$ cat src/rtl/alu_pkg.sv
// Opcode encodings, scheduler state type and opcode helpers shared by the
// ALU and the round-robin scheduler around it.
package alu_pkg;

    localparam logic [2:0] OP_ADD = 3'b000;
    localparam logic [2:0] OP_SUB = 3'b001;
    localparam logic [2:0] OP_AND = 3'b010;
    localparam logic [2:0] OP_OR  = 3'b011;
    localparam logic [2:0] OP_XOR = 3'b100;
    localparam logic [2:0] OP_NOT = 3'b101;

    typedef enum logic [1:0] {
        IDLE = 2'd0,
        EXEC = 2'd1,
        RESP = 2'd2
    } alu_sched_state_t;

    // 110 and 111 are unassigned encodings; the ALU returns zero for them.
    function automatic logic is_illegal_op(input logic [2:0] op);
        return op[2] & op[1];
    endfunction

endpackage

$ cat src/rtl/alu_8bit.sv
// 8-bit ALU with a registered output stage: result, carry/borrow and zero
// flag are latched on every rising edge from the current operands.
module alu_8bit (
    input  logic       clk,
    input  logic       rst_n,
    input  logic [7:0] a,
    input  logic [7:0] b,
    input  logic [2:0] op,
    output logic [7:0] result,
    output logic       carry,
    output logic       zero
);
    import alu_pkg::*;

    logic [8:0] wide_next;
    logic [7:0] result_reg;
    logic       carry_reg;
    logic       zero_reg;

    // Bit 8 carries the ADD carry-out or the SUB borrow; logic ops leave it 0.
    always_comb begin
        wide_next = 9'd0;
        case (op)
            OP_ADD:  wide_next = {1'b0, a} + {1'b0, b};
            OP_SUB:  wide_next = {1'b0, a} - {1'b0, b};
            OP_AND:  wide_next = {1'b0, a & b};
            OP_OR:   wide_next = {1'b0, a | b};
            OP_XOR:  wide_next = {1'b0, a ^ b};
            OP_NOT:  wide_next = {1'b0, ~a};
            default: wide_next = 9'd0;
        endcase
    end

    always_ff @(posedge clk or negedge rst_n) begin
        if (!rst_n) begin
            result_reg <= 8'h00;
            carry_reg  <= 1'b0;
            zero_reg   <= 1'b1;
        end else begin
            result_reg <= wide_next[7:0];
            carry_reg  <= wide_next[8];
            zero_reg   <= (wide_next[7:0] == 8'h00);
        end
    end

    assign result = result_reg;
    assign carry  = carry_reg;
    assign zero   = zero_reg;

endmodule

$ cat src/rtl/rr_arbiter.sv
// Combinational round-robin pick: first asserted request at or after ptr,
// wrapping modulo NUM_REQ.
module rr_arbiter #(
    parameter int NUM_REQ = 4,
    parameter int ID_W    = 2
) (
    input  logic [NUM_REQ-1:0] req,
    input  logic [ID_W-1:0]    ptr,
    output logic [NUM_REQ-1:0] grant,
    output logic [ID_W-1:0]    grant_idx,
    output logic               grant_valid
);

    logic [ID_W:0]   sum_w;
    logic [ID_W-1:0] idx_v;

    // Scan from the farthest offset down so the closest valid request wins.
    always_comb begin
        grant_idx   = '0;
        grant_valid = 1'b0;
        sum_w       = '0;
        idx_v       = '0;
        for (int off = NUM_REQ - 1; off >= 0; off--) begin
            sum_w = {1'b0, ptr} + (ID_W + 1)'(off);
            if (sum_w >= (ID_W + 1)'(NUM_REQ)) begin
                sum_w = sum_w - (ID_W + 1)'(NUM_REQ);
            end
            idx_v = sum_w[ID_W-1:0];
            if (req[idx_v]) begin
                grant_idx   = idx_v;
                grant_valid = 1'b1;
            end
        end
        grant = grant_valid ? (NUM_REQ'(1) << grant_idx) : '0;
    end

endmodule

$ cat src/rtl/alu_rr_scheduler.sv
// Shares one registered ALU among NUM_REQ requesters: round-robin grant in
// IDLE, one EXEC cycle for the ALU to latch, then a held RESP until accepted.
module alu_rr_scheduler #(
    parameter int NUM_REQ = 4,
    parameter int ID_W    = 2
) (
    input  logic                 clk,
    input  logic                 rst,
    input  logic [NUM_REQ-1:0]   req_valid,
    output logic [NUM_REQ-1:0]   req_ready,
    input  logic [NUM_REQ*8-1:0] req_a,
    input  logic [NUM_REQ*8-1:0] req_b,
    input  logic [NUM_REQ*3-1:0] req_op,
    output logic                 rsp_valid,
    input  logic                 rsp_ready,
    output logic [ID_W-1:0]      rsp_id,
    output logic [7:0]           rsp_result,
    output logic                 rsp_carry,
    output logic                 rsp_zero,
    output logic                 rsp_illegal,
    output logic                 busy
);
    import alu_pkg::*;

    logic [7:0] a_arr  [NUM_REQ];
    logic [7:0] b_arr  [NUM_REQ];
    logic [2:0] op_arr [NUM_REQ];

    genvar gi;
    for (gi = 0; gi < NUM_REQ; gi++) begin : g_unpack
        assign a_arr[gi]  = req_a[8*gi +: 8];
        assign b_arr[gi]  = req_b[8*gi +: 8];
        assign op_arr[gi] = req_op[3*gi +: 3];
    end

    alu_sched_state_t  state_reg;
    logic [ID_W-1:0]   ptr_reg;
    logic [ID_W-1:0]   ptr_next;
    logic [7:0]        a_reg;
    logic [7:0]        b_reg;
    logic [2:0]        op_reg;
    logic [ID_W-1:0]   id_reg;
    logic              illegal_reg;
    logic              rsp_valid_reg;
    logic              busy_reg;

    logic [NUM_REQ-1:0] grant;
    logic [ID_W-1:0]    grant_idx;
    logic               grant_valid;

    rr_arbiter #(
        .NUM_REQ (NUM_REQ),
        .ID_W    (ID_W)
    ) u_arbiter (
        .req         (req_valid),
        .ptr         (ptr_reg),
        .grant       (grant),
        .grant_idx   (grant_idx),
        .grant_valid (grant_valid)
    );

    assign ptr_next  = (grant_idx == ID_W'(NUM_REQ - 1)) ? '0 : grant_idx + 1'b1;
    assign req_ready = (state_reg == IDLE && !rst) ? grant : '0;

    always_ff @(posedge clk or posedge rst) begin
        if (rst) begin
            state_reg     <= IDLE;
            ptr_reg       <= '0;
            a_reg         <= 8'h00;
            b_reg         <= 8'h00;
            op_reg        <= OP_ADD;
            id_reg        <= '0;
            illegal_reg   <= 1'b0;
            rsp_valid_reg <= 1'b0;
            busy_reg      <= 1'b0;
        end else begin
            case (state_reg)
                IDLE: begin
                    if (grant_valid) begin
                        a_reg       <= a_arr[grant_idx];
                        b_reg       <= b_arr[grant_idx];
                        op_reg      <= op_arr[grant_idx];
                        id_reg      <= grant_idx;
                        illegal_reg <= is_illegal_op(op_arr[grant_idx]);
                        ptr_reg     <= ptr_next;
                        busy_reg    <= 1'b1;
                        state_reg   <= EXEC;
                    end
                end
                EXEC: begin
                    rsp_valid_reg <= 1'b1;
                    state_reg     <= RESP;
                end
                RESP: begin
                    // Operands stay put, so the ALU keeps presenting the same result.
                    if (rsp_ready) begin
                        rsp_valid_reg <= 1'b0;
                        busy_reg      <= 1'b0;
                        state_reg     <= IDLE;
                    end
                end
                default: state_reg <= IDLE;
            endcase
        end
    end

    logic rst_n;
    assign rst_n = ~rst;

    alu_8bit u_alu (
        .clk    (clk),
        .rst_n  (rst_n),
        .a      (a_reg),
        .b      (b_reg),
        .op     (op_reg),
        .result (rsp_result),
        .carry  (rsp_carry),
        .zero   (rsp_zero)
    );

    assign rsp_valid   = rsp_valid_reg;
    assign rsp_id      = id_reg;
    assign rsp_illegal = illegal_reg;
    assign busy        = busy_reg;

endmodule

$ cat config.mk
export PLATFORM = sky130hd
export DESIGN_NAME = alu_rr_scheduler
export DESIGN_NICKNAME = d
export VERILOG_FILES = /design/src/rtl/alu_pkg.sv /design/src/rtl/alu_8bit.sv /design/src/rtl/rr_arbiter.sv /design/src/rtl/alu_rr_scheduler.sv
export SDC_FILE = /design/constraint.sdc
export NUM_CORES = 1
export LEC_CHECK = 0
export ABC_AREA = 1
export BUFFER_PORTS_ARGS = -buffer_cell sky130_fd_sc_hd__buf_4
export CORE_MARGIN = 2
export CORE_UTILIZATION = 50
export DETAILED_ROUTE_END_ITERATION = 6
export PLACE_DENSITY = 0.78
export SLEW_MARGIN = 5
export SYNTH_ARGS = -nofsm -noshare
export SYNTH_HDL_FRONTEND = slang
export SYNTH_SLANG_ARGS = --single-unit
export TNS_END_PERCENT = 100
$ cat constraint.sdc
create_clock -name clk -period 3.5 [get_ports clk]
set_input_delay 0.7 -clock clk [delete_from_list [all_inputs] [get_ports clk]]
set_output_delay 0.7 -clock clk [all_outputs]
set_load 0.005 [all_outputs]
==> summary.txt <==
DRC viols - 0
Startpoint types - flop
Max Fclk - 316 MHz
DR pass1 iterations - 4
Total global-route track usage - 23.9%
H-tree depth - 2
Final setup fails - 0
Number of synthesized flops with an enable pin - 0
Max Fanout on Critical Path - 21
Vias - 3574
Final net count - 745
Count of buffers from port buffering - 101
Max Cap Viol - 0
Post-DP HPWL - 6970 um
I/O pins - 102
CTS tree - yes
Vias in the first global route - 3377
VDD IR-drop max - 0.000567 V
Core ar. - 0.00687 mm^2
Most frequent cell after synthesis - nand2_1
Worst skew pair latency - 0.30 ns
Critical path origin - ptr_reg[0]$_DFFE_PP0P_
Max-slew violations - 0
Die height - 88.7 um
Top routing layer used - met4
First-pass GRT wire length - 14900 um
Met3 WL post-DR - 511 um
Overflow after GRT - 0
Worst Reg-to-Reg Cells - 20
Share of the synthesized area in the top cell type - 25.8%
Hold Startpoint - rsp_illegal$_DFFE_PP0P_
Post-route ant nets - 0
Period utilisation layout - 90.5%
Post-CTS sizing - 0
Primary FF master, synth - dfrtp_1
Num Clock Sinks - 38
Hold_buf cts - 0
Mean Syn Cell Area - 6.73 um^2
Final Power - 4.89 mW
Crit path DAT - 2.47 ns
# diodes - 0
Worst Tran Pin Value - 1.11 ns
DR vias/cell - 4.91
Worst R2R Start - b_reg[0]$_DFFE_PP0P_
Final Worst Setup Slack - 0.331 ns
Clock-pin slew on the worst setup and hold paths - 0.07 ns
Power per cell area - 1080 mW/mm^2
Leak - 2.66 nW
TNS Setup - 0 ns
Inserted Clock Buffers - 5
Aggregate routed wire length - 8700 um
Initial antenna violation count - 0
Hold crit path type - reg2reg
Synthesis-to-layout area growth - 26.1%
Post-synthesis cell type count - 37
Sequential area share after synthesis - 26.5%
Clock Path Buffers - 2
Pin count of the biggest net entering global routing - 39
Layout cells sized above 1 - 24.1%
Top cell type by total area after synthesis - dfrtp_1
Setup bufs post-CTS - 0
FF-to-FF setup slack - 0.75 ns
GPL Wtd Cong - 0.914
WL/cell - 12.0 um
Register Area - 952 um^2
Multi-input logic area - 0.00209 mm^2
Asr flop ratio synth - 100%
Util after Layout - 65.9%
RSZ-0062 raised after global routing - no
Yosys reg bits - 38
Top cells by area, synth - dfrtp_1 (26%), nand2_1 (17%), inv_1 (12%)
Worst slack, placed - 0.431 ns
Die Wd - 88.7 um
Status - completed
WHS Path Cells - 2
WS Path Type - reg2out
Root cell of the clock tree - clkbuf_8
1st-iter DRT viols - 169
Max_slew headroom - 25.4%
Met2 WL - 4310 um
Post-synthesis cell count - 533
# rows - 30
Initial Util - 52.3%
Commonest cells post-synth - nand2_1 (158), inv_1 (113), nand3_1 (63)
Mapped Area - 0.00359 mm^2
Syn nets - 646
Filler cell count - 587
Clock Skews - 0.0104 ns
Critical Path RT - 2.80 ns
Synth Warn # - 0
CP endpoint kind - output pin
Number of hold violations in the final report - 0
WL met1 - 3780 um
Final critical-path required period - 3.17 ns
Die area - 0.00787 mm^2
[final cells by class]
type / count / area share (%)
Multi-Input combinational cell: 362 / 46.1
Sequential cell: 38 / 21.0
Timing Repair Buffer: 108 / 17.9
Inverter: 117 / 9.76
Tap cell: 96 / 2.65
Clock buffer: 6 / 1.82
Clock inverter: 1 / 0.664
[metrics by stage]
stage / hold slack (ns) / instance area, um^2 / instances
floorplan: 0.472 / 3590 / 533
global placement: 0.469 / 4410 / 721
detailed placement: 0.476 / 4410 / 721
CTS: 0.495 / 4530 / 728
global route: 0.517 / 4530 / 728
finish: 0.496 / 4530 / 728
[path summary, 6_finish.rpt]
kind / end
setup / recovery: req_ready[2]
hold / removal: rsp_illegal$_DFFE_PP0P_
setup reg to reg: u_alu.zero$_DFF_PP1_
hold reg to reg: rsp_illegal$_DFFE_PP0P_
max in group asynchronous: u_alu.zero$_DFF_PP1_
min in group asynchronous: a_reg[2]$_DFFE_PP0P_
[where the power goes]
part	switching, mW	internal [mW]
combinational	2.22	1.38
clock	0.154	0.228
sequential	0.232	0.677
total	2.61	2.28
[cell families (layout without fill, tap and decap cells)]
logic type / count (synthesis) / count (layout) / synth area share, %
and+or+nand+nor: 271 / 271 / 32.9
buffers and inverters: 133 / 232 / 15.3
AOI/OAI and AO/OA: 55 / 55 / 13.1
DFF: 38 / 38 / 26.5
adders and majority gates: 30 / 30 / 10.7
xor gates and xnor gates: 6 / 6 / 1.46
[cell usage in the layout (no fill, tap or decap), drive strengths merged]
cell,synthesis,routed
buf,16,108
bufinv,0,1
a21oi,9,9
xor2,6,6
o2111ai,4,4
inv,117,117
o22ai,2,2
nand2,166,166
a22oi,4,4
fa,1,1
nand3b,1,1
or2,1,1
a21o,1,1
a2bb2oi,1,1
o21ai,10,10
dfstp,1,1
ha,29,29
o21a,1,1
nand3,65,65
o31ai,1,1
dfrtp,37,37
clkbuf,0,6
nor2,25,25
a211oi,2,2
and2,2,2
nand4,3,3
nor3,8,8
o21bai,1,1
o211ai,19,19
[routing by layer]
layer,vias up,track usage [%]
li1,1863,-
met1,1589,29.5
met2,111,42.3
met3,11,3.92
met4,0,7.99
met5,-,0
[critical path, cell delays in order (launching register included)]
cell     delay (ns)
dfrtp_1        0.55
inv_4          0.10
nand2_1        0.07
nand2_1        0.08
nand2_1        0.09
nand2_1        0.09
nor2_4         0.12
nor2_1         0.06
nand2_2        0.29
nand2_2        0.15
inv_1          0.13
ha_1           0.16
nand2_1        0.05
nor2_1         0.10
buf_4          0.12
Power figures use the tool's default switching activity.
